**src/rtl/tank_lever_mapper.sv**
```systemverilog
// Joystick-to-tread lever mapper for the ultra_tank core: sync, debounce, map, reversal gap.
// Optional last-pressed-wins resolver per axis is built when TANK_LEVER_SOCD_EN is defined.

module tank_lever_channel #(
  parameter int DEBOUNCE_CYC = 12000,
  parameter int REVERSE_GAP  = 24000,
  parameter int CNT_W        = 16
) (
  input  logic       clk_i,
  input  logic       rst_ni,
  input  logic       enable_i,
  input  logic [3:0] joy_i,
  output logic [3:0] lever_o,
  output logic       changed_o
);

  typedef enum logic {
    ST_RUN = 1'b0,
    ST_GAP = 1'b1
  } state_e;

  localparam logic [CNT_W-1:0] DEB_LAST = CNT_W'(DEBOUNCE_CYC - 1);
  localparam logic [CNT_W-1:0] GAP_LAST = CNT_W'(REVERSE_GAP - 1);

  logic [3:0]       sync1_q, sync2_q;
  logic [3:0]       stable_q, stable_d;
  logic [CNT_W-1:0] cnt_q, cnt_d;
  logic [3:0]       resolved;
  logic [3:0]       target_q;
  logic [3:0]       applied_q, applied_d;
  logic [CNT_W-1:0] gcnt_q, gcnt_d;
  state_e           state_q, state_d;
  logic             changed_q, changed_d;

  // {up,down,left,right} -> active-high {AFw,ABk,BFw,BBk}
  function automatic logic [3:0] map_dir(input logic [3:0] dir);
    case (dir)
      4'b1010: map_dir = 4'b0010;
      4'b1000: map_dir = 4'b1010;
      4'b1001: map_dir = 4'b1000;
      4'b0001: map_dir = 4'b1001;
      4'b0101: map_dir = 4'b0100;
      4'b0100: map_dir = 4'b0101;
      4'b0110: map_dir = 4'b0001;
      4'b0010: map_dir = 4'b0110;
      default: map_dir = 4'b0000;
    endcase
  endfunction

  function automatic logic reverses(input logic [3:0] cur, input logic [3:0] nxt);
    reverses = (cur[3] & nxt[2]) | (cur[2] & nxt[3]) |
               (cur[1] & nxt[0]) | (cur[0] & nxt[1]);
  endfunction

  // A bounce back to the stable value clears the count; any other value keeps counting.
  always_comb begin
    stable_d = stable_q;
    cnt_d    = cnt_q;
    if (sync2_q == stable_q) begin
      cnt_d = '0;
    end else if (cnt_q == DEB_LAST) begin
      stable_d = sync2_q;
      cnt_d    = '0;
    end else begin
      cnt_d = cnt_q + CNT_W'(1);
    end
  end

`ifdef TANK_LEVER_SOCD_EN
  // Per-axis memory of the most recently risen bit: 2'b10 first, 2'b01 second, 2'b00 none.
  logic [1:0] last_v_q, last_v_d;
  logic [1:0] last_h_q, last_h_d;
  logic [3:0] rise;

  function automatic logic [1:0] next_last(input logic [1:0] r, input logic [1:0] last);
    if (r == 2'b10 || r == 2'b01) next_last = r;
    else                          next_last = last;
  endfunction

  function automatic logic [1:0] pick(input logic [1:0] held, input logic [1:0] last);
    if (held == 2'b11 && last != 2'b00) pick = last;
    else                                pick = held;
  endfunction

  always_comb begin
    rise     = stable_d & ~stable_q;
    last_v_d = next_last(rise[3:2], last_v_q);
    last_h_d = next_last(rise[1:0], last_h_q);
    resolved = {pick(stable_q[3:2], last_v_q), pick(stable_q[1:0], last_h_q)};
  end

  always_ff @(posedge clk_i or negedge rst_ni) begin
    if (!rst_ni) begin
      last_v_q <= 2'b00;
      last_h_q <= 2'b00;
    end else begin
      last_v_q <= last_v_d;
      last_h_q <= last_h_d;
    end
  end
`else
  assign resolved = stable_q;
`endif

  // While in the gap, applied stays neutral so the exit value is taken without a reversal check.
  always_comb begin
    state_d   = state_q;
    applied_d = applied_q;
    gcnt_d    = gcnt_q;
    if (!enable_i) begin
      state_d   = ST_RUN;
      applied_d = 4'b0000;
      gcnt_d    = '0;
    end else begin
      case (state_q)
        ST_RUN: begin
          if (reverses(applied_q, target_q)) begin
            state_d   = ST_GAP;
            applied_d = 4'b0000;
            gcnt_d    = '0;
          end else begin
            applied_d = target_q;
          end
        end
        ST_GAP: begin
          if (gcnt_q == GAP_LAST) begin
            state_d   = ST_RUN;
            applied_d = target_q;
            gcnt_d    = '0;
          end else begin
            gcnt_d = gcnt_q + CNT_W'(1);
          end
        end
        default: begin
          state_d   = ST_RUN;
          applied_d = 4'b0000;
          gcnt_d    = '0;
        end
      endcase
    end
    changed_d = (applied_d != applied_q);
  end

  always_ff @(posedge clk_i or negedge rst_ni) begin
    if (!rst_ni) begin
      sync1_q   <= 4'b0000;
      sync2_q   <= 4'b0000;
      stable_q  <= 4'b0000;
      cnt_q     <= '0;
      target_q  <= 4'b0000;
      state_q   <= ST_RUN;
      applied_q <= 4'b0000;
      gcnt_q    <= '0;
      changed_q <= 1'b0;
    end else begin
      sync1_q   <= joy_i;
      sync2_q   <= sync1_q;
      stable_q  <= stable_d;
      cnt_q     <= cnt_d;
      target_q  <= map_dir(resolved);
      state_q   <= state_d;
      applied_q <= applied_d;
      gcnt_q    <= gcnt_d;
      changed_q <= changed_d;
    end
  end

  assign lever_o   = ~applied_q;
  assign changed_o = changed_q;

endmodule

module tank_lever_mapper #(
  parameter int DEBOUNCE_CYC = 12000,
  parameter int REVERSE_GAP  = 24000,
  parameter int CNT_W        = 16
) (
  input  logic       Clk_I,
  input  logic       Reset_n,
  input  logic       Enable_I,
  input  logic [3:0] Joy1_I,
  input  logic [3:0] Joy2_I,
  output logic [3:0] LeverA_O,
  output logic [3:0] LeverB_O,
  output logic [1:0] Changed_O
);

  logic changed_a, changed_b;

  tank_lever_channel #(
    .DEBOUNCE_CYC(DEBOUNCE_CYC),
    .REVERSE_GAP (REVERSE_GAP),
    .CNT_W       (CNT_W)
  ) u_chan_a (
    .clk_i    (Clk_I),
    .rst_ni   (Reset_n),
    .enable_i (Enable_I),
    .joy_i    (Joy1_I),
    .lever_o  (LeverA_O),
    .changed_o(changed_a)
  );

  tank_lever_channel #(
    .DEBOUNCE_CYC(DEBOUNCE_CYC),
    .REVERSE_GAP (REVERSE_GAP),
    .CNT_W       (CNT_W)
  ) u_chan_b (
    .clk_i    (Clk_I),
    .rst_ni   (Reset_n),
    .enable_i (Enable_I),
    .joy_i    (Joy2_I),
    .lever_o  (LeverB_O),
    .changed_o(changed_b)
  );

  assign Changed_O = {changed_b, changed_a};

endmodule

```
**config.mk**
```make
export PLATFORM = sky130hd
export DESIGN_NAME = tank_lever_mapper
export DESIGN_NICKNAME = d
export VERILOG_FILES = /design/src/rtl/tank_lever_mapper.sv
export SDC_FILE = /design/constraint.sdc
export NUM_CORES = 1
export LEC_CHECK = 0
export ABC_AREA = 1
export CAP_MARGIN = 10
export CELL_PAD_IN_SITES_DETAIL_PLACEMENT = 2
export CELL_PAD_IN_SITES_GLOBAL_PLACEMENT = 2
export CORE_ASPECT_RATIO = 1.4
export CORE_MARGIN = 2
export CORE_UTILIZATION = 39
export CTS_BUF_LIST = sky130_fd_sc_hd__clkbuf_8
export CTS_CLUSTER_DIAMETER = 50
export CTS_CLUSTER_SIZE = 25
export DETAILED_ROUTE_END_ITERATION = 16
export GPL_TIMING_DRIVEN = 0
export PLACE_DENSITY_LB_ADDON = 0.1
export SLEW_MARGIN = 20
export SYNTH_ARGS = -nofsm -noshare
export SYNTH_HDL_FRONTEND = slang
export SYNTH_SLANG_ARGS = --single-unit
```
**constraint.sdc**
```tcl
create_clock -name Clk_I -period 2 [get_ports Clk_I]
set_input_delay 0.4 -clock Clk_I [delete_from_list [all_inputs] [get_ports Clk_I]]
set_output_delay 0.4 -clock Clk_I [all_outputs]
set_load 0.01 [all_outputs]
```
After elaboration in Yosys (flattened, before gate mapping):

Memories as Yosys holds them, arrays and structs flattened. A register that Yosys moved wholly into a read port is not among the register bits.
Index checks and enable logic that the tools add are counted.

* bits of input ports: 11
* output and inout port bits: 10
* register bits after elaboration: 100
* memory bits (read-only): 128
* RAM bits: 0
* memories: 2
* latch bits: 0

* multiplexer cells: 28
* add/subtract/negate cells: 4
* divide/modulo/power cells: 0
* equality and inequality tests: 10
* reduce and logical (&&, ||, !) cells: 4
* bitwise logic cells: 20
* multiply operators: 0
* magnitude comparators: 0
* shift-type cells: 0

Memories
* (name not given): words 16, width 4, rd ports 1, clocked after Yosys merged registers in 1, wr ports 0, RTL line 37 `case (dir)`
* (name not given): words 16, width 4, rd ports 1, clocked after Yosys merged registers in 1, wr ports 0, RTL line 37

Operator list (count)
* 16-bit 2-to-1 mux: 10
* 16-bit by 1-bit adder with 16-bit output (second input constant): 4
* 16-bit one-hot mux with 2 select lines: 2
* 16-bit by 14-bit equality test with 1-bit output (second input constant): 2
* 16-bit by 15-bit equality test with 1-bit output (second input constant): 2
* 4-bit 2-to-1 mux: 6
* 4-bit one-hot mux with 2 select lines: 2
* 1-bit AND: 8
* 4-bit equality test: 2
* 4-bit inequality test: 2
* 4-bit NOT: 2
* 1-bit 2-to-1 mux: 6
* 3-bit by 2-bit inequality test with 1-bit output (second input constant): 2
* 1-bit OR: 6
* 1-bit NOT: 4
* 1-bit one-hot mux with 2 select lines: 2
* 2-bit AND reduction: 2
* 1-bit logical NOT: 2

Depth between registers and ports, before layout:

Gate-level depths: netlist (run 1).

* depth in word-level cells: 8
* mapped depth: 13

Hierarchy:

Synthesis (run 1) repeated with hierarchy kept, for this count alone.

* cells, all modules: 638
* area, all modules: 5355.1 um2

Modules (own cells, without submodules)
* tank_lever_channel (u_chan_b): area each 2746.4 um2, instances 1, cells an instance 319, seq. area each 1351.3 um2
* tank_lever_channel (u_chan_a): area each 2593.7 um2, instances 1, cells an instance 317, seq. area each 1351.3 um2
* tank_lever_mapper: area each 15.0 um2, instances 1, cells an instance 2, seq. area each 0.0 um2

Worst setup path after synthesis (run 1):

OpenSTA, ideal clock, no wires.

* path kind: reg2reg
* start point: register u_chan_b.cnt_q[0]
* end point: register u_chan_b.cnt_q[14]
* data required time: 1.882 ns
* path slack: 0.471 ns
* arrival: 1.411 ns
* cell stages (with the launch flop): 12
* library setup time: 0.118 ns
* buffers on the path: 0
* clock period less this slack: 1.529 ns
* path through: dfrtp_1 ha_1 nand2_2 nor2_4 nand2_4 nor2_4 nand3_2 nor2_4 inv_2 nor2_4 xor2_1 nor2_1

* longest elaborated chain between the ends: 3
* elaborated cells between the ends (all ways): 4

RTL lines
* from (decl): RTL line 27 `logic [CNT_W-1:0] cnt_q, cnt_d;`
* from (signal assigned): RTL line 159 `cnt_q <= cnt_d;`
* 16-bit by 1-bit adder with 16-bit output or 16-bit by 14-bit equality test with 1-bit output (tied branches): RTL line 65, 61
* 16-bit 2-to-1 mux (*): RTL line 61 `end else if (cnt_q == DEB_LAST) begin`
* 16-bit 2-to-1 mux (*): RTL line 59 `if (sync2_q == stable_q) begin`
* net u_chan_b.cnt_d[14]: RTL line 27

The timed path passes the listed nets; every way through them passes the cells marked *.
A chain may end at the register's enable or synchronous reset.

Worst setup path after layout (run 1):

* start point: register u_chan_a.applied_q[0]
* end point: output LeverA_O[0]

* longest elaborated chain between the ends: 1

RTL lines
* from (decl): RTL line 30 `logic [3:0] applied_q, applied_d;`
* from (signal assigned): RTL line 162 `applied_q <= applied_d;`
* 4-bit NOT: RTL line 168 `assign lever_o = ~applied_q;`
* to (decl): RTL line 183 `output logic [3:0] LeverA_O,`

No other way between the ends.

==> out/summary.json, run 1 <==
{
  "worst_clock_skew_ns": 0.01113,
  "power.total_mw": 4.307,
  "clk_path_buf_depth": 2,
  "synth.area.top_cells": "sky130_fd_sc_hd__dfrtp_1 51%, sky130_fd_sc_hd__nand2_1 8.4%, sky130_fd_sc_hd__inv_1 5.9%",
  "multiInputGateArea_um2": 2240,
  "clk-insertion-delay-late_ns": 0.39,
  "synthCells": 626,
  "clkSlewWorstSetupHoldPaths_ns": 0.11,
  "worst_setup_path_start_kind": "flop",
  "num_vias": 4330,
  "worstPathMaxFanout": 4,
  "part_of_the_cycle_the_worst_path_needs_pct": 94.57,
  "post-route-min-period_ns": 1.891,
  "slowest_stage": "sky130_fd_sc_hd__clkdlybuf4s50_1",
  "cell_chain_of_the_critical_path": "inv_1 -> clkdlybuf4s50_1",
  "mappedNetlistNets": 641,
  "share_of_the_synthesized_netlist_area_taken_by_xor_and_xnor_gates_pct": 2.796,
  "die_h_um": 142.3,
  "timing.max_slew.rel_slack_pct": 65.53,
  "core_area_um2": 13390,
  "floorplan.initialDensity_pct": 39.78,
  "number_of_antenna_violations_at_the_first_check_in_global_routing": 0,
  "total_grt_overflow": 0,
  "numClockSinks": 108,
  "cellLeakagePower_nw": 2.860,
  "ir_drop_v": 0.0004543,
  "timing.hold.worst.class": "reg2reg",
  "synthAdderAreaFrac_pct": 0.9398,
  "wl_um": 13420,
  "setup_viol": 0,
  "io_pins": 21,
  "routed_wire_length_per_instance_um": 15.85,
  "max_clock_freq_mhz": 528.7,
  "synth.area.mux_share_pct": 0,
  "maximum_number_of_pins_on_one_net_before_global_route_repair": 64,
  "placedInstanceArea_um2": 5782,
  "final_cells": 847,
  "run_status": "finished, final reports clean",
  "netlist.area_leader.share_pct": 50.75,
  "fraction_of_registers_with_async_set_or_reset_after_synthesis_pct": 100.0,
  "postLayoutSetupSlackWorst_ns": 0.1086,
  "synth_compound_gate_area_share_pct": 7.801,
  "ys_seq_elements": 108,
  "critPathArrivalTime_ns": 1.49,
  "design.die.area_um2": 14620,
  "grt_pass1_vias": 5064,
  "hold_violations": 0,
  "placed_cells_incl_taps": 829,
  "simple_gate_fraction_of_synth_area_pct": 30.24,
  "synth_edf_count": 0,
  "drt-initial-drc-count": 57,
  "required_ns": 1.60,
  "root_buffer": "sky130_fd_sc_hd__clkbuf_8",
  "place_hpwl_um": 10150,
  "syn-mean-instance-area_um2": 8.507,
  "wire_length_of_the_first_global_routing_pass_um": 23720,
  "max_cap_violations": 0,
  "design.final.nets": 675,
  "layout.filler_cells": 1551,
  "postSynth.topFlopCell": "sky130_fd_sc_hd__dfrtp_1",
  "antenna_cells": 0,
  "area.sequential_um2": 2703,
  "cp_slowest_stage_delay_ns": 0.55,
  "synth_top_family_by_area": "simple AND/OR/NAND/NOR gates",
  "end_kind": "output port",
  "floorplan.die.width_um": 102.8,
  "netlist_top_cells_count": "119 x sky130_fd_sc_hd__nand2_1, 108 x sky130_fd_sc_hd__dfrtp_1, 83 x sky130_fd_sc_hd__inv_1",
  "p_per_area_nw_per_um2": 716.2,
  "fin_area_um2": 6013,
  "fin_tns_setup_ns": 0,
  "postRouteAntennaNets": 0,
  "clock_tree.htree_level_count": 3,
  "yosysUniqueCellTypes": 44,
  "drt_drc_violations_left": 0,
  "tritoncts_clock_tree": "done",
  "synth_most_common_cell": "sky130_fd_sc_hd__nand2_1",
  "synth_seq_area_share_pct": 50.75,
  "synth-warning-count": 0,
  "grt.total_usage_pct": 20.40,
  "detailedRoute.firstPassIterationCount": 4,
  "avgViaCountPerCell": 5.112,
  "placementRows": 50,
  "critPathKind": "reg2out",
  "post-place-ws_ns": -0.2606,
  "area.growth.synth_to_final_pct": 12.92,
  "rsz0062_at_grt": "no",
  "post_route_cells_drive_above_1_share_pct": 11.88,
  "netlist.top_cell.by_area": "sky130_fd_sc_hd__dfrtp_1",
  "setup.reg_to_reg.worst_slack_ns": 0.21,
  "routabilityCongestion": 0.8104,
  "cts-buffers-inserted": 9,
  "buffer_ports.inserted": 20,
  "slew_viol_final": 0,
  "worstMarginPinSlew_ns": 0.5171,
  "synth_area_um2": 5325
}
==> state kept, by name, summed over array words and instances (netlist names), 16 cells and up <==
| signal | count |
|---|---|
| u_chan_b.cnt_q | 16 |
| u_chan_a.gcnt_q | 16 |
| u_chan_a.cnt_q | 16 |
| u_chan_b.gcnt_q | 16 |
==> logic make-up (layout without fill, tap and decap cells) <==
group,Yosys count,in the layout
AO/OA/AOI/OAI,74,74
XOR/XNOR,17,17
adder cells (fa/ha/maj),4,4
buffers and inverters,100,139
flip-flops,108,108
AND/OR/NAND/NOR,323,323
==> report_power, final <==
group	leakage (nW)	switching [mW]	internal [mW]
registers	1.45	0.118	2.32
clock network	0.104	0.814	0.589
logic	1.31	0.304	0.166
total	2.86	1.24	3.07
==> placed cells by master, fill, tap and decap left out, types with 6 or more instances in the layout <==
cell and n:
sky130_fd_sc_hd__nand4_1 17, sky130_fd_sc_hd__inv_2 7, sky130_fd_sc_hd__o21ai_1 6, sky130_fd_sc_hd__nand2_1 119, sky130_fd_sc_hd__xor2_1 15, sky130_fd_sc_hd__nand2_2 7
sky130_fd_sc_hd__nor3_1 22, sky130_fd_sc_hd__dfrtp_1 108, sky130_fd_sc_hd__nor3_2 6, sky130_fd_sc_hd__nor3b_1 6, sky130_fd_sc_hd__o21ai_0 23, sky130_fd_sc_hd__clkbuf_8 9
sky130_fd_sc_hd__clkdlybuf4s50_1 19, sky130_fd_sc_hd__nand3_1 41, sky130_fd_sc_hd__nor2_1 72, sky130_fd_sc_hd__inv_1 83, sky130_fd_sc_hd__a21oi_1 27
==> layer usage <==
layer | track usage (%) | vias up | routed length, um
met5 | 0 | - | 0
met4 | 5.332 | 0 | 182
met3 | 3.438 | 12 | 219
met2 | 39.11 | 28 | 7622
li1 | - | 2091 | -
met1 | 22.77 | 2199 | 5398
==> worst paths after layout <==
| kind | depth (start not counted) | startpoint | end |
|---|---|---|---|
| max | 2 | u_chan_a.applied_q[0]$_DFF_PN0_ | LeverA_O[0] |
| min | 0 | u_chan_a.sync1_q[0]$_DFF_PN0_ | u_chan_a.sync2_q[0]$_DFF_PN0_ |
| max reg2reg | 11 | u_chan_b.cnt_q[0]$_DFF_PN0_ | u_chan_b.cnt_q[14]$_DFF_PN0_ |
| min reg2reg | 0 | u_chan_a.sync1_q[0]$_DFF_PN0_ | u_chan_a.sync2_q[0]$_DFF_PN0_ |
| max in group asynchronous | 3 | Reset_n | u_chan_a.target_q[0]$_DFF_PN0_ |
| min in group asynchronous | 2 | Reset_n | u_chan_b.gcnt_q[4]$_DFFE_PN0P_ |
==> timing repair <==
action                                  CTS  global route
hold buffers                              1             0
setup buffers                             0             1
endpoints found under the hold margin    45             0
endpoints found under the setup margin    0             8
resized for setup                         0             4
==> critical path: cells and delay by family, from the launching register on <==
family | cells | cell delay, ns
DFF | 1 | 0.42
buffers and inverters | 2 | 0.68
==> final cells by class <==
cell class | instances | area share (%)
Sequential cell | 108 | 44.94
Clock buffer | 9 | 2.060
Multi-Input combinational cell | 418 | 37.25
Inverter | 91 | 5.701
Buffer | 9 | 0.9155
Tap cell | 182 | 3.787
Clock inverter | 7 | 1.248
Timing Repair Buffer | 23 | 4.099
==> metrics by stage <==
step	hold slack [ns]	util (%)
CTS	0.3652	44.75
floorplan	0.1044	-
detailed placement	0.3385	43.19
global route	0.3725	44.92
finish	0.3600	44.92
global placement	0.3324	42.97
No activity file was read; power rests on OpenSTA's default activity.
==> inputs of run 2 (changes only) <==
Settings changed: CORE_MARGIN 2 to not set, CTS_CLUSTER_DIAMETER 50 to 60.
==> run 2 against run 1 <==
Fmax decreased by 0.34%. Sequential share of layout area increased by 0.17 points. Non-clock buffer count decreased by 1. Cell area decreased by 0.37%. Clock skew increased by 0.0034 ns. Setup slack got worse by 0.0065 ns. Global-route usage increased by 1.5 points. Via count increased by 0.60%. Total power decreased by 2.2%. Clock-buffer cell count increased by 1. Core utilization about the same. Critical path type unchanged.
==> out/summary.json, run 2 (synthesis gave the netlist of run 1 again) <==
{
  "run_status": "finished, final reports clean",
  "grt_pass1_vias": 5094,
  "post-route-min-period_ns": 1.898,
  "numClockSinks": 108,
  "postCtsSetupRepairBufs": 0,
  "core_area_um2": 13330,
  "tritoncts_clock_tree": "done",
  "critPathKind": "reg2out",
  "critPathBufInv": 2,
  "clock_tree.htree_level_count": 3,
  "timing.max_slew.rel_slack_pct": 60.83,
  "part_of_the_cycle_the_worst_path_needs_pct": 94.90,
  "layout.filler_cells": 1535,
  "cp_slowest_stage_delay_ns": 0.55,
  "detailedRoute.firstPassIterationCount": 4,
  "placed_cells_incl_taps": 829,
  "worstPathMaxFanout": 3,
  "routed_wire_length_per_instance_um": 16.50,
  "antenna_cells": 0,
  "layout.cells.most_common_list": "119 x sky130_fd_sc_hd__nand2_1, 108 x sky130_fd_sc_hd__dfrtp_1, 83 x sky130_fd_sc_hd__inv_1",
  "maximum_number_of_pins_on_one_net_before_global_route_repair": 59,
  "cts-buffers-inserted": 9,
  "hold_violations": 0,
  "io_pins": 21,
  "design.final.nets": 674,
  "worst_setup_path_start_kind": "flop",
  "routabilityCongestion": 0.7743,
  "timing.hold.worst.class": "reg2reg",
  "path_delay_family": "buffers and inverters",
  "critPathArrivalTime_ns": 1.50,
  "max_clock_freq_mhz": 526.9,
  "total_grt_overflow": 0,
  "worstMarginPinSlew_ns": 0.5875,
  "clk-insertion-delay-late_ns": 0.40,
  "post_route_cells_drive_above_1_share_pct": 11.60,
  "avgViaCountPerCell": 5.149,
  "clk_path_buf_depth": 2,
  "slowest_stage": "sky130_fd_sc_hd__clkdlybuf4s50_1",
  "layout.cells.most_common": "sky130_fd_sc_hd__nand2_1",
  "worst_clock_skew_ns": 0.01457,
  "setup_viol": 0,
  "rsz0062_at_grt": "no",
  "root_buffer": "sky130_fd_sc_hd__clkbuf_8",
  "drt_drc_violations_left": 0,
  "required_ns": 1.60,
  "die_h_um": 140.3,
  "grt.total_usage_pct": 21.88,
  "place_hpwl_um": 10550,
  "num_vias": 4356,
  "drt-initial-drc-count": 91,
  "postRouteAntennaNets": 0,
  "p_per_area_nw_per_um2": 703.0,
  "power.total_mw": 4.211,
  "clkSlewWorstSetupHoldPaths_ns": 0.10,
  "cellLeakagePower_nw": 2.843,
  "design.die.area_um2": 14130,
  "area.growth.synth_to_final_pct": 12.50,
  "floorplan.die.width_um": 100.8,
  "wl_um": 13960,
  "end_kind": "output port",
  "floorplan.initialDensity_pct": 39.96,
  "slew_viol_final": 0,
  "final_cells": 846,
  "buffer_ports.inserted": 20,
  "placementRows": 50,
  "wire_length_of_the_first_global_routing_pass_um": 23910,
  "number_of_antenna_violations_at_the_first_check_in_global_routing": 0,
  "ir_drop_v": 0.0003758,
  "cell_chain_of_the_critical_path": "inv_1 -> clkdlybuf4s50_1",
  "max_cap_violations": 0
}
[run 2: repair_timing]
| action | in CTS | in global routing |
|---|---|---|
| gates resized for setup | 0 | 3 |
| endpoints found under the setup margin | 0 | 5 |
| hold endpoints to repair | 47 | 0 |
| hold buffers | 1 | 0 |
[run 2: final timing paths]
check                                                 end  depth (start not counted)                       startpoint  slack (ns)
max                                           LeverB_O[0]                          2  u_chan_b.applied_q[0]$_DFF_PN0_        0.10
min                         u_chan_b.sync2_q[1]$_DFF_PN0_                          0    u_chan_b.sync1_q[1]$_DFF_PN0_        0.37
max reg2reg                  u_chan_b.cnt_q[14]$_DFF_PN0_                         11      u_chan_b.cnt_q[0]$_DFF_PN0_        0.19
min reg2reg                 u_chan_b.sync2_q[1]$_DFF_PN0_                          0    u_chan_b.sync1_q[1]$_DFF_PN0_        0.37
max in group asynchronous   u_chan_b.sync2_q[0]$_DFF_PN0_                          3                          Reset_n        0.79
min in group asynchronous  u_chan_b.gcnt_q[2]$_DFFE_PN0P_                          2                          Reset_n        0.55
[run 2: per-layer routing]
metal / global-route usage, % / vias to the layer above / routed length [um] / share of wire (%)
li1: - / 2078 / - / -
met1: 22.80 / 2227 / 5357 / 38
met2: 42.39 / 30 / 8077 / 58
met3: 2.745 / 21 / 191 / 1.4
met4: 10.14 / 0 / 336 / 2.4
met5: 0 / - / 0 / 0
[run 2: cell type report]
| class | instances | area [um2] | share of cell area, % |
|---|---|---|---|
| tap | 182 | 227.7 | 3.801 |
| sequential | 108 | 2703 | 45.11 |
| inverter | 91 | 342.8 | 5.723 |
| timing repair buffer | 22 | 239.0 | 3.989 |
| clock inverter | 6 | 46.29 | 0.7728 |
| multi-input combinational | 418 | 2240 | 37.39 |
| clock buffer | 10 | 137.6 | 2.297 |
| buffer | 9 | 55.05 | 0.9190 |
[run 2: report_power, final]
part | switching (mW) | internal, mW | leakage [nW]
Combinational | 0.308 | 0.166 | 1.30
Clock | 0.809 | 0.496 | 0.0893
Sequential | 0.117 | 2.32 | 1.45
Total | 1.23 | 2.98 | 2.84
[run 2: metrics by stage]
step	hold slack (ns)	cell area [um2]	util [%]	TNS, ns	setup slack (ns)
after CTS	0.3646	5976	44.85	0	0.06567
after global routing	0.3783	5991	44.96	0	0.01495
after detailed placement	0.3385	5782	43.39	-1.025	-0.2069
after floorplan	0.1044	5325	-	0	0.4707
final	0.3657	5991	44.96	0	0.1021
after global placement	0.3325	5753	43.17	-409.90	-3.796
